**src/rtl/uart_tx.sv**
```systemverilog
// uart_tx: UART serialiser. Accepts a parallel word over valid/ready and
// sends start bit, LSB-first data, optional parity, then STOP_BIT stop bits.
// Every output is driven straight from a register, so tx is glitch-free.
module uart_tx #(
   parameter int BAUD_DIV    = 434,
   parameter int DATA_BITS   = 8,
   parameter int PARITY_TYPE = 1,
   parameter int STOP_BIT    = 1
) (
   input  logic                 clk,
   input  logic                 rst_n,
   input  logic [DATA_BITS-1:0] data_in,
   input  logic                 valid,
   output logic                 ready,
   output logic                 done,
   output logic                 tx
);

   localparam int BAUD_W = (BAUD_DIV  > 1) ? $clog2(BAUD_DIV)  : 1;
   localparam int BIT_W  = (DATA_BITS > 1) ? $clog2(DATA_BITS) : 1;
   localparam int STOP_W = (STOP_BIT  > 1) ? $clog2(STOP_BIT)  : 1;

   localparam logic [BAUD_W-1:0] BAUD_LAST = BAUD_W'(BAUD_DIV - 1);
   localparam logic [BIT_W-1:0]  BIT_LAST  = BIT_W'(DATA_BITS - 1);
   localparam logic [STOP_W-1:0] STOP_LAST = STOP_W'(STOP_BIT - 1);

   // Parity types other than even (1) and odd (2) send no parity bit.
   localparam logic PARITY_EN  = (PARITY_TYPE == 1) || (PARITY_TYPE == 2);
   localparam logic PARITY_ODD = (PARITY_TYPE == 2);

   typedef enum logic [2:0] {
      IDLE,
      START,
      DATA,
      PARITY,
      STOP
   } state_t;

   state_t                 state_reg,    state_next;
   logic [BAUD_W-1:0]      baud_cnt_reg, baud_cnt_next;
   logic [BIT_W-1:0]       bit_cnt_reg,  bit_cnt_next;
   logic [STOP_W-1:0]      stop_cnt_reg, stop_cnt_next;
   logic [DATA_BITS-1:0]   shift_reg,    shift_next;
   logic                   parity_reg,   parity_next;
   logic                   tx_reg,       tx_next;
   logic                   ready_reg,    ready_next;
   logic                   done_reg,     done_next;
   logic                   bit_tick;

   assign tx    = tx_reg;
   assign ready = ready_reg;
   assign done  = done_reg;

   // A bit boundary is the edge on which the baud counter sits at its last value.
   assign bit_tick = (baud_cnt_reg == BAUD_LAST);

   // State and datapath registers; reset forces the idle line immediately.
   always_ff @(posedge clk or negedge rst_n) begin
      if (!rst_n) begin
         state_reg    <= IDLE;
         baud_cnt_reg <= '0;
         bit_cnt_reg  <= '0;
         stop_cnt_reg <= '0;
         shift_reg    <= '0;
         parity_reg   <= 1'b0;
         tx_reg       <= 1'b1;
         ready_reg    <= 1'b1;
         done_reg     <= 1'b0;
      end else begin
         state_reg    <= state_next;
         baud_cnt_reg <= baud_cnt_next;
         bit_cnt_reg  <= bit_cnt_next;
         stop_cnt_reg <= stop_cnt_next;
         shift_reg    <= shift_next;
         parity_reg   <= parity_next;
         tx_reg       <= tx_next;
         ready_reg    <= ready_next;
         done_reg     <= done_next;
      end
   end

   // Next-state logic: the line value for each bit is decided at the boundary
   // that starts it, so tx changes exactly on bit boundaries.
   always_comb begin
      state_next    = state_reg;
      baud_cnt_next = bit_tick ? '0 : baud_cnt_reg + BAUD_W'(1);
      bit_cnt_next  = bit_cnt_reg;
      stop_cnt_next = stop_cnt_reg;
      shift_next    = shift_reg;
      parity_next   = parity_reg;
      tx_next       = tx_reg;
      ready_next    = ready_reg;
      done_next     = 1'b0;

      case (state_reg)
         IDLE: begin
            baud_cnt_next = '0;
            bit_cnt_next  = '0;
            stop_cnt_next = '0;
            tx_next       = 1'b1;
            ready_next    = 1'b1;
            if (valid && ready_reg) begin
               state_next  = START;
               tx_next     = 1'b0;
               ready_next  = 1'b0;
               shift_next  = data_in;
               parity_next = PARITY_ODD ? ~^data_in : ^data_in;
            end
         end

         START: begin
            if (bit_tick) begin
               state_next = DATA;
               tx_next    = shift_reg[0];
            end
         end

         DATA: begin
            if (bit_tick) begin
               if (bit_cnt_reg == BIT_LAST) begin
                  bit_cnt_next = '0;
                  if (PARITY_EN) begin
                     state_next = PARITY;
                     tx_next    = parity_reg;
                  end else begin
                     state_next = STOP;
                     tx_next    = 1'b1;
                  end
               end else begin
                  bit_cnt_next = bit_cnt_reg + BIT_W'(1);
                  shift_next   = shift_reg >> 1;
                  tx_next      = shift_next[0];
               end
            end
         end

         PARITY: begin
            if (bit_tick) begin
               state_next = STOP;
               tx_next    = 1'b1;
            end
         end

         STOP: begin
            tx_next = 1'b1;
            if (bit_tick) begin
               if (stop_cnt_reg == STOP_LAST) begin
                  state_next    = IDLE;
                  stop_cnt_next = '0;
                  ready_next    = 1'b1;
                  done_next     = 1'b1;
               end else begin
                  stop_cnt_next = stop_cnt_reg + STOP_W'(1);
               end
            end
         end

         default: begin
            state_next = IDLE;
            tx_next    = 1'b1;
            ready_next = 1'b1;
         end
      endcase
   end

endmodule
```
**config.mk**
```make
export PLATFORM = sky130hd
export DESIGN_NAME = uart_tx
export DESIGN_NICKNAME = d
export VERILOG_FILES = /design/src/rtl/uart_tx.sv
export SDC_FILE = /design/constraint.sdc
export NUM_CORES = 1
export LEC_CHECK = 0
export ABC_CLOCK_PERIOD_IN_PS = 2400
export CORE_MARGIN = 2
export CORE_UTILIZATION = 48
export CTS_CLUSTER_DIAMETER = 200
export DETAILED_ROUTE_END_ITERATION = 7
export PLACE_DENSITY = 0.79
export SETUP_SLACK_MARGIN = 0.4
export SKIP_CTS_REPAIR_TIMING = 1
export SYNTH_ARGS = -nofsm -noshare
export SYNTH_HDL_FRONTEND = slang
export SYNTH_SLANG_ARGS = --single-unit
```
**constraint.sdc**
```tcl
create_clock -name clk -period 2.4 [get_ports clk]
set_input_delay 0.24 -clock clk [delete_from_list [all_inputs] [get_ports clk]]
set_output_delay 0.24 -clock clk [all_outputs]
set_load 0.02 [all_outputs]
```
Yosys cells after proc, flatten, opt, wreduce, memory -nomap -nowiden --
Cells that the tools add are included.
Word-level totals: bits in writable memories 0, word-level logic and storage cells 72, register bits after elaboration 28, memory bits (read-only) 0, output and inout bits 3, memories 0, bits of input ports 11, bits in latches 0
Cells by class: muxes and demuxes 32, $add $sub $neg 3, multiply operators 0, divide/modulo/power cells 0, shift-type cells 0, magnitude comparators 0, equal/unequal tests 14, reduce and logical (&&, ||, !) cells 13, bitwise gates (word level) 1
Operators by type and width (count):
- 3-bit 2-to-1 mux | 9
- 8-bit 2-to-1 mux | 3
- 9-bit 2-to-1 mux | 2
- 2-bit inequality test, second input constant | 8
- 8-bit one-hot mux with 2 select lines | 1
- 3-bit one-hot mux with 5 select lines | 1
- 1-bit 2-to-1 mux | 12
- 9-bit by 1-bit adder with 9-bit output, second input constant | 1
- 9-bit equality test, second input constant | 1
- 8-bit parity | 1
- 7-bit AND reduction | 1
- 3-bit by 2-bit equality test with 1-bit output, second input constant | 2
- 3-bit equality test, second input constant | 2
- 3-bit one-hot mux with 2 select lines | 1
- 2-bit AND reduction | 3
- 3-bit AND reduction | 2
- 1-bit one-hot mux with 4 select lines | 1
- 4-bit AND reduction | 1
- 2-bit nonzero test | 2
- 3-bit by 1-bit adder with 3-bit output, second input constant | 1
- 3-bit by 1-bit equality test with 1-bit output, second input constant | 1
- 3-bit logical NOT | 1
- 1-bit one-hot mux with 3 select lines | 1
- 3-bit OR reduction | 1
- other kinds (4) | 4

Depth between registers and ports, before layout --
Gate-level depths: netlist of run 1.
depth after elaboration 4, depth in mapped cells 6, gate-level depth less buffers 6

Least setup slack after synthesis of run 1 --
No wires, ideal clock.
kind register to register, start point reg bit_cnt_reg[0], end point reg shift_reg[0], data required time 2.275 ns, path buffers 0, data arrival time 1.929 ns, setup time 0.125 ns, period minus slack after synthesis 2.054 ns, path slack 0.346 ns, stages on the path, launching flop included 6, cells stage by stage dfrtp_1 -> ha_1 -> ha_1 -> or4_4 -> a21oi_4 -> mux2_2
On the way: cells in the longest elaborated chain, start to end 3
Ends and longest elaborated chain:
- start: declaration | line 41 | logic [BIT_W-1:0] bit_cnt_reg, bit_cnt_next;
- start signal: assignment | line 72 | bit_cnt_reg <= bit_cnt_next;
- 3-bit equality test | line 120 | if (bit_cnt_reg == BIT_LAST) begin
- 2-bit inequality test (no line)
- 4-bit AND reduction (no line)
- end signal: assignment | line 74 | shift_reg <= shift_next;
- end: declaration | line 43 | logic [DATA_BITS-1:0] shift_reg, shift_next;
Every way passes these cells. A chain may end at the register's enable or synchronous reset.

Worst setup path in the final report of run 1 --
Ends and elaborated chain as after synthesis.

==> impl_metrics.csv, run 1 <==
group,metric,value,unit
detailed_routing,drt-total-wl,2680,µm
die,io_pins,14,
power,power.density,710,mW/mm²
detailed_routing,vias_per_cell,5.60,
worst_setup_path,crit_start,"bit_cnt_reg[0]",
synth,yosysTopAreaCell,"dfrtp_1",
worst_setup_path,crit_path_start_kind,"flop",
synth,syn_nets,148,
place,numPortBuffers,13,
grt,antenna_found_initial,0,
power,p_sw_share,31.9,%
flow_run,maxCapViolCount,0,
cts,root_buffer,"clkbuf_4",
power,p_sw,378,µW
final_layout,final_area,0.00167,mm²
final_layout,syn_to_final_growth,17.9,%
synth,yosysWarnings,0,
worst_setup_path,r2r-start,"bit_cnt_reg[0]",
synth,synth_cell_types,32,
sta,final_max_slew_viol_count,0,
sta,hold_violations,0,
die,die_w,58.3,µm
outcome,status,"finished, final reports clean",
grt,groute.usage.overall,17.2,%
grt,grt_pass1_wl,4540,µm
die,dieArea,0.00340,mm²
cts,htreeDepth,1,
sta,setup_tns,0,ps
place,hpwl,1970,µm
sta,final.setup.worst_slack,297,ps
worst_setup_path,r2r-end,"shift_reg[0]",
die,chipHeight,58.3,µm
grt,grt_max_degree,28,
synth,ys_top_cells_by_area,"dfrtp_1, mux2_2, xnor2_1, nor2_1, dfstp_2",
cts,cts_made_buffers,3,
synth,synth_seq_cells,27,
worst_setup_path,ff2ff_setup_slack,300,ps
place,gp_congestion,0.857,
power,ir_drop,0.000517,V
cts,clk_pin_slew,150,ps
worst_setup_path,crit_type,"flop to flop",
synth,synthCells,133,
grt,grt_pass1_vias,1050,
synth,synth-edff-count,0,
synth,seq_area_frac_synth,47.9,%
synth,synth_area,0.00142,mm²
grt,gr-total-overflow,0,
power,pwr-share-clk,16.9,%
die,design.core.area,0.00278,mm²
place,pre_cts_slack,304,ps
detailed_routing,first_pass_iters,4,
sta,clock_skew,2.02,ps
power,p_seq_share,55.7,%
cts,clock_latency,320,ps
cts,cts_sinks,27,
synth,synthFlopType,"dfrtp_1",
sta,max_slew.worst_pin.slew,428,ps
min_path,min_path_type,"input pin to asynchronous set/reset pin",
power,combinationalPowerShare,27.5,%
synth,avgSynthCellArea,10.6,µm²
final_layout,drive_gt1_share,22.1,%
sta,rsz0062_at_grt,"true",
power,leakagePower,0.000658,µW
detailed_routing,drc,0,
cts,clockBufferDepth,2,
sta,max_slew_margin,71.1,%
final_layout,fin_util,60.0,%
synth,async_flop_share,100,%
sta,max_freq,476,MHz
sta,layout_min_cycle_time,2100,ps
sta,setup_viol,0,
worst_setup_path,endpoint_kind,"flop",
die,start_util,50.9,%
final_layout,n_antenna_cell,0,
synth,synth.most_common_cell,"dfrtp_1",
worst_setup_path,cp_data_arrival_time,2330,ps
place,placed_cell_area,0.00159,mm²
power,internal_power,807,µW
worst_setup_path,cp_max_fo,8,
detailed_routing,via_count,1036,
synth,yosysTopAreaCellShare,44.2,%
cts,cts_tree,"yes",
sta,post-route-period-util,87.6,%
detailed_routing,ant_nets,0,
synth,synth_commonest_cells,"dfrtp_1, nor2_1, mux2_2, xnor2_1, nand2_1",
detailed_routing,wl_per_cell,14.5,µm
detailed_routing,initialDrtViolationCount,43,
die,num_rows,19,
worst_setup_path,r2r.worst_path.cells,5,
final_layout,largest_reg_flops,9,
final_layout,nets,170,
worst_setup_path,required,2630,ps
[worst max-delay path by stage]
stage / end / slack [ps]
6_report: shift_reg[0] / 300
5_1_grt: shift_reg[4] / 230
4_1_cts: shift_reg[2] / 280
3_5_place_dp: shift_reg[2] / 300
3_3_place_gp: shift_reg[3] / 340
2_1_floorplan: shift_reg[0] / 400
[layout by cell type (no fill, tap or decap), types with 2 or more instances in the layout]
cell type	n
buf_4	6
nand3_1	5
ha_1	2
o21ai_0	5
nor2_1	20
dfstp_2	2
xnor2_1	14
a22oi_1	3
nand2_1	9
mux2_2	13
clkdlybuf4s50_1	13
nor3_1	3
a21oi_1	3
clkbuf_4	3
inv_1	5
dfrtp_1	25
or2_2	2
[worst max-delay path, stage by stage (launching register included)]
cell,delay (ps)
dfrtp_1,440
ha_2,200
ha_4,170
or4_4,520
a21oi_4,300
mux2_2,370
[per-stage QoR]
| stage | std cells | power (µW) | hold slack [ps] |
|---|---|---|---|
| final | 185 | 1180 | 261 |
| after global routing | 185 | 1260 | 274 |
| after CTS | 181 | 1160 | 267 |
| after detailed placement | 177 | 965 | 483 |
| after global placement | 177 | 942 | 463 |
| after floorplan | 133 | 858 | -55.6 |
[logic make-up (layout without fill, tap and decap cells)]
group | count (synthesis) | after routing | synth area share, %
XOR/XNOR | 15 | 15 | 9.28
AND/OR/NAND/NOR | 45 | 45 | 15.5
flip-flops | 27 | 27 | 47.9
adder cells (fa/ha/maj) | 4 | 4 | 3.54
AO/OA/AOI/OAI | 18 | 18 | 8.84
multiplexers | 16 | 16 | 12.6
buffers and inverters | 8 | 29 | 2.30
[per-layer routing]
| layer | share of wire, % | global-route usage, % | vias to the layer above |
|---|---|---|---|
| li1 | - | - | 505 |
| met1 | 45 | 23.0 | 509 |
| met2 | 51 | 28.4 | 20 |
| met3 | 3.5 | 2.64 | 2 |
| met4 | 0.63 | 5.98 | 0 |
| met5 | 0 | 0 | - |
[power by group through the flow]
stage	Combinational (µW)	Sequential (µW)	Clock (µW)
after floorplan	201	657	0
after global placement	282	660	0
after detailed placement	294	671	0
after CTS	295	661	203
after global routing	366	677	219
final	326	659	200
[final cells by class]
cell class / count / area, µm²
clock buffer: 3 / 22.5
clock inverter: 1 / 5.00
fill: 237 / 1110
inverter: 6 / 22.5
multi-input combinational: 98 / 727
sequential: 27 / 678
tap: 31 / 38.8
timing repair buffer: 19 / 175
No activity file was read; power rests on OpenSTA's default activity.
==> run 2: changes to the inputs <==
Settings changed: CELL_PAD_IN_SITES_DETAIL_PLACEMENT from default to 0, CELL_PAD_IN_SITES_GLOBAL_PLACEMENT from default to 1, CORE_UTILIZATION 48 to 44, PLACE_DENSITY 0.79 to 0.88, TNS_END_PERCENT from default to 20.
==> run 2 against run 1 <==
  * Combinational power decreased by 2%
  * Maximum frequency grew 1.9%
  * Via count shrank 3.0%
  * Sequential share of layout area decreased by 0.57 points
  * Design area increased by 1.4%
  * Sequential cell count unchanged
  * Clock skew increased by 4.6 ps
  * Critical path type unchanged
  * Power down 1.2%
==> impl_metrics.csv, run 2 (synthesis gave the netlist of run 1 again) <==
group,metric,value,unit
place,hpwl,1830,µm
sta,finalHoldWorstSlack,264,ps
detailed_routing,drt-total-wl,2600,µm
grt,groute.usage.overall,15.8,%
sta,setup_viol,0,
cts,clk_pin_slew,140,ps
sta,setup_tns,0,ps
grt,grt_max_degree,28,
sta,max_slew_margin,57.2,%
cts,clock_latency,330,ps
sta,max_freq,484,MHz
final_layout,largest_reg_flops,9,
sta,final_max_slew_viol_count,0,
final_layout,syn_to_final_growth,19.6,%
cts,htreeDepth,1,
worst_setup_path,crit_type,"flop to flop",
worst_setup_path,ff2ff_setup_slack,340,ps
final_layout,layout_common_cells,"dfrtp_1, nor2_1, xnor2_1",
final_layout,final_common_cell,"dfrtp_1",
detailed_routing,wl_per_cell,13.2,µm
power,leakagePower,0.000659,µW
final_layout,nets,169,
sta,hold_violations,0,
cts,clockBufferDepth,2,
grt,antenna_found_initial,0,
grt,grt_pass1_wl,4270,µm
detailed_routing,initialDrtViolationCount,53,
worst_setup_path,endpoint_kind,"flop",
final_layout,fin_util,55.5,%
worst_setup_path,required,2630,ps
die,start_util,46.4,%
flow_run,maxCapViolCount,0,
sta,clock_skew,6.60,ps
cts,cts_made_buffers,3,
detailed_routing,ant_nets,0,
detailed_routing,via_count,1005,
die,io_pins,14,
sta,rsz0062_at_grt,"true",
detailed_routing,vias_per_cell,5.10,
cts,root_buffer,"clkbuf_4",
cts,cts_tree,"yes",
grt,grt_pass1_vias,982,
cts,cts_sinks,27,
power,ir_drop,0.000308,V
worst_setup_path,crit_path_start_kind,"flop",
die,dieArea,0.00369,mm²
sta,max_slew.worst_pin.slew,637,ps
die,num_rows,20,
die,die_w,60.7,µm
outcome,status,"finished, final reports clean",
power,power.density,692,mW/mm²
die,design.core.area,0.00305,mm²
grt,gr-total-overflow,0,
place,numPortBuffers,13,
final_layout,drive_gt1_share,20.3,%
die,chipHeight,60.7,µm
sta,layout_min_cycle_time,2060,ps
min_path,min_path_type,"input pin to asynchronous set/reset pin",
detailed_routing,first_pass_iters,4,
final_layout,n_antenna_cell,0,
place,gp_congestion,0.837,
detailed_routing,drc,0,
sta,post-route-period-util,86.0,%
worst_setup_path,cp_data_arrival_time,2300,ps
worst_setup_path,cp_max_fo,8,
[run 2: cell count changes in the layout (fill, tap and decap cells not counted), sizes merged]
cell,previous run,this run
clkinv,1,0
buf,6,5
clkbuf,3,4
[run 2: path summary, 6_finish.rpt]
check                               endpoint            from  depth (start not counted)
min in group clk                shift_reg[6]    shift_reg[6]                          1
worst max register to register  shift_reg[3]  bit_cnt_reg[1]                          6
worst max-delay path            shift_reg[3]  bit_cnt_reg[1]                          6
worst min-delay path            state_reg[0]           rst_n                          2
max in group asynchronous              ready           rst_n                          2
worst min register to register  shift_reg[6]    shift_reg[6]                          1
[run 2: metrics by stage]
| step | cells | total power [µW] | cell area (µm²) | worst slack [ps] |
|---|---|---|---|---|
| after floorplan | 133 | 858 | 1420 | 402 |
| after global placement | 190 | 946 | 1610 | 336 |
| after detailed placement | 190 | 961 | 1610 | 296 |
| after CTS | 194 | 1160 | 1630 | 277 |
| after global routing | 197 | 1260 | 1690 | 280 |
| final | 197 | 1170 | 1690 | 335 |
[run 2: area by class of cell]
cell class	instances	area, µm²
Tap cell	44	55.1
Inverter	6	22.5
Fill cell	276	1360
Multi-Input combinational cell	98	731
Clock buffer	4	26.3
Sequential cell	27	678
Timing Repair Buffer	18	180
[run 2: worst max-delay path, stage by stage (launching register included)]
cell,delay [ps]
dfrtp_1,430
ha_2,210
ha_4,170
or4_4,520
a21oi_4,180
buf_12,140
mux2_2,320
[run 2: routing by layer]
| metal | share of wire (%) | track usage [%] | vias to the layer above |
|---|---|---|---|
| li1 | - | - | 504 |
| met1 | 48 | 21.2 | 475 |
| met2 | 47 | 24.1 | 19 |
| met3 | 3.1 | 2.77 | 7 |
| met4 | 2.5 | 8.70 | 0 |
| met5 | 0 | 0 | - |
[run 2: power breakdown]
part | switching, µW | total (µW) | internal (µW)
sequential | 93.4 | 655 | 561
clock | 130 | 196 | 65.3
combinational | 138 | 320 | 183
total | 362 | 1170 | 809
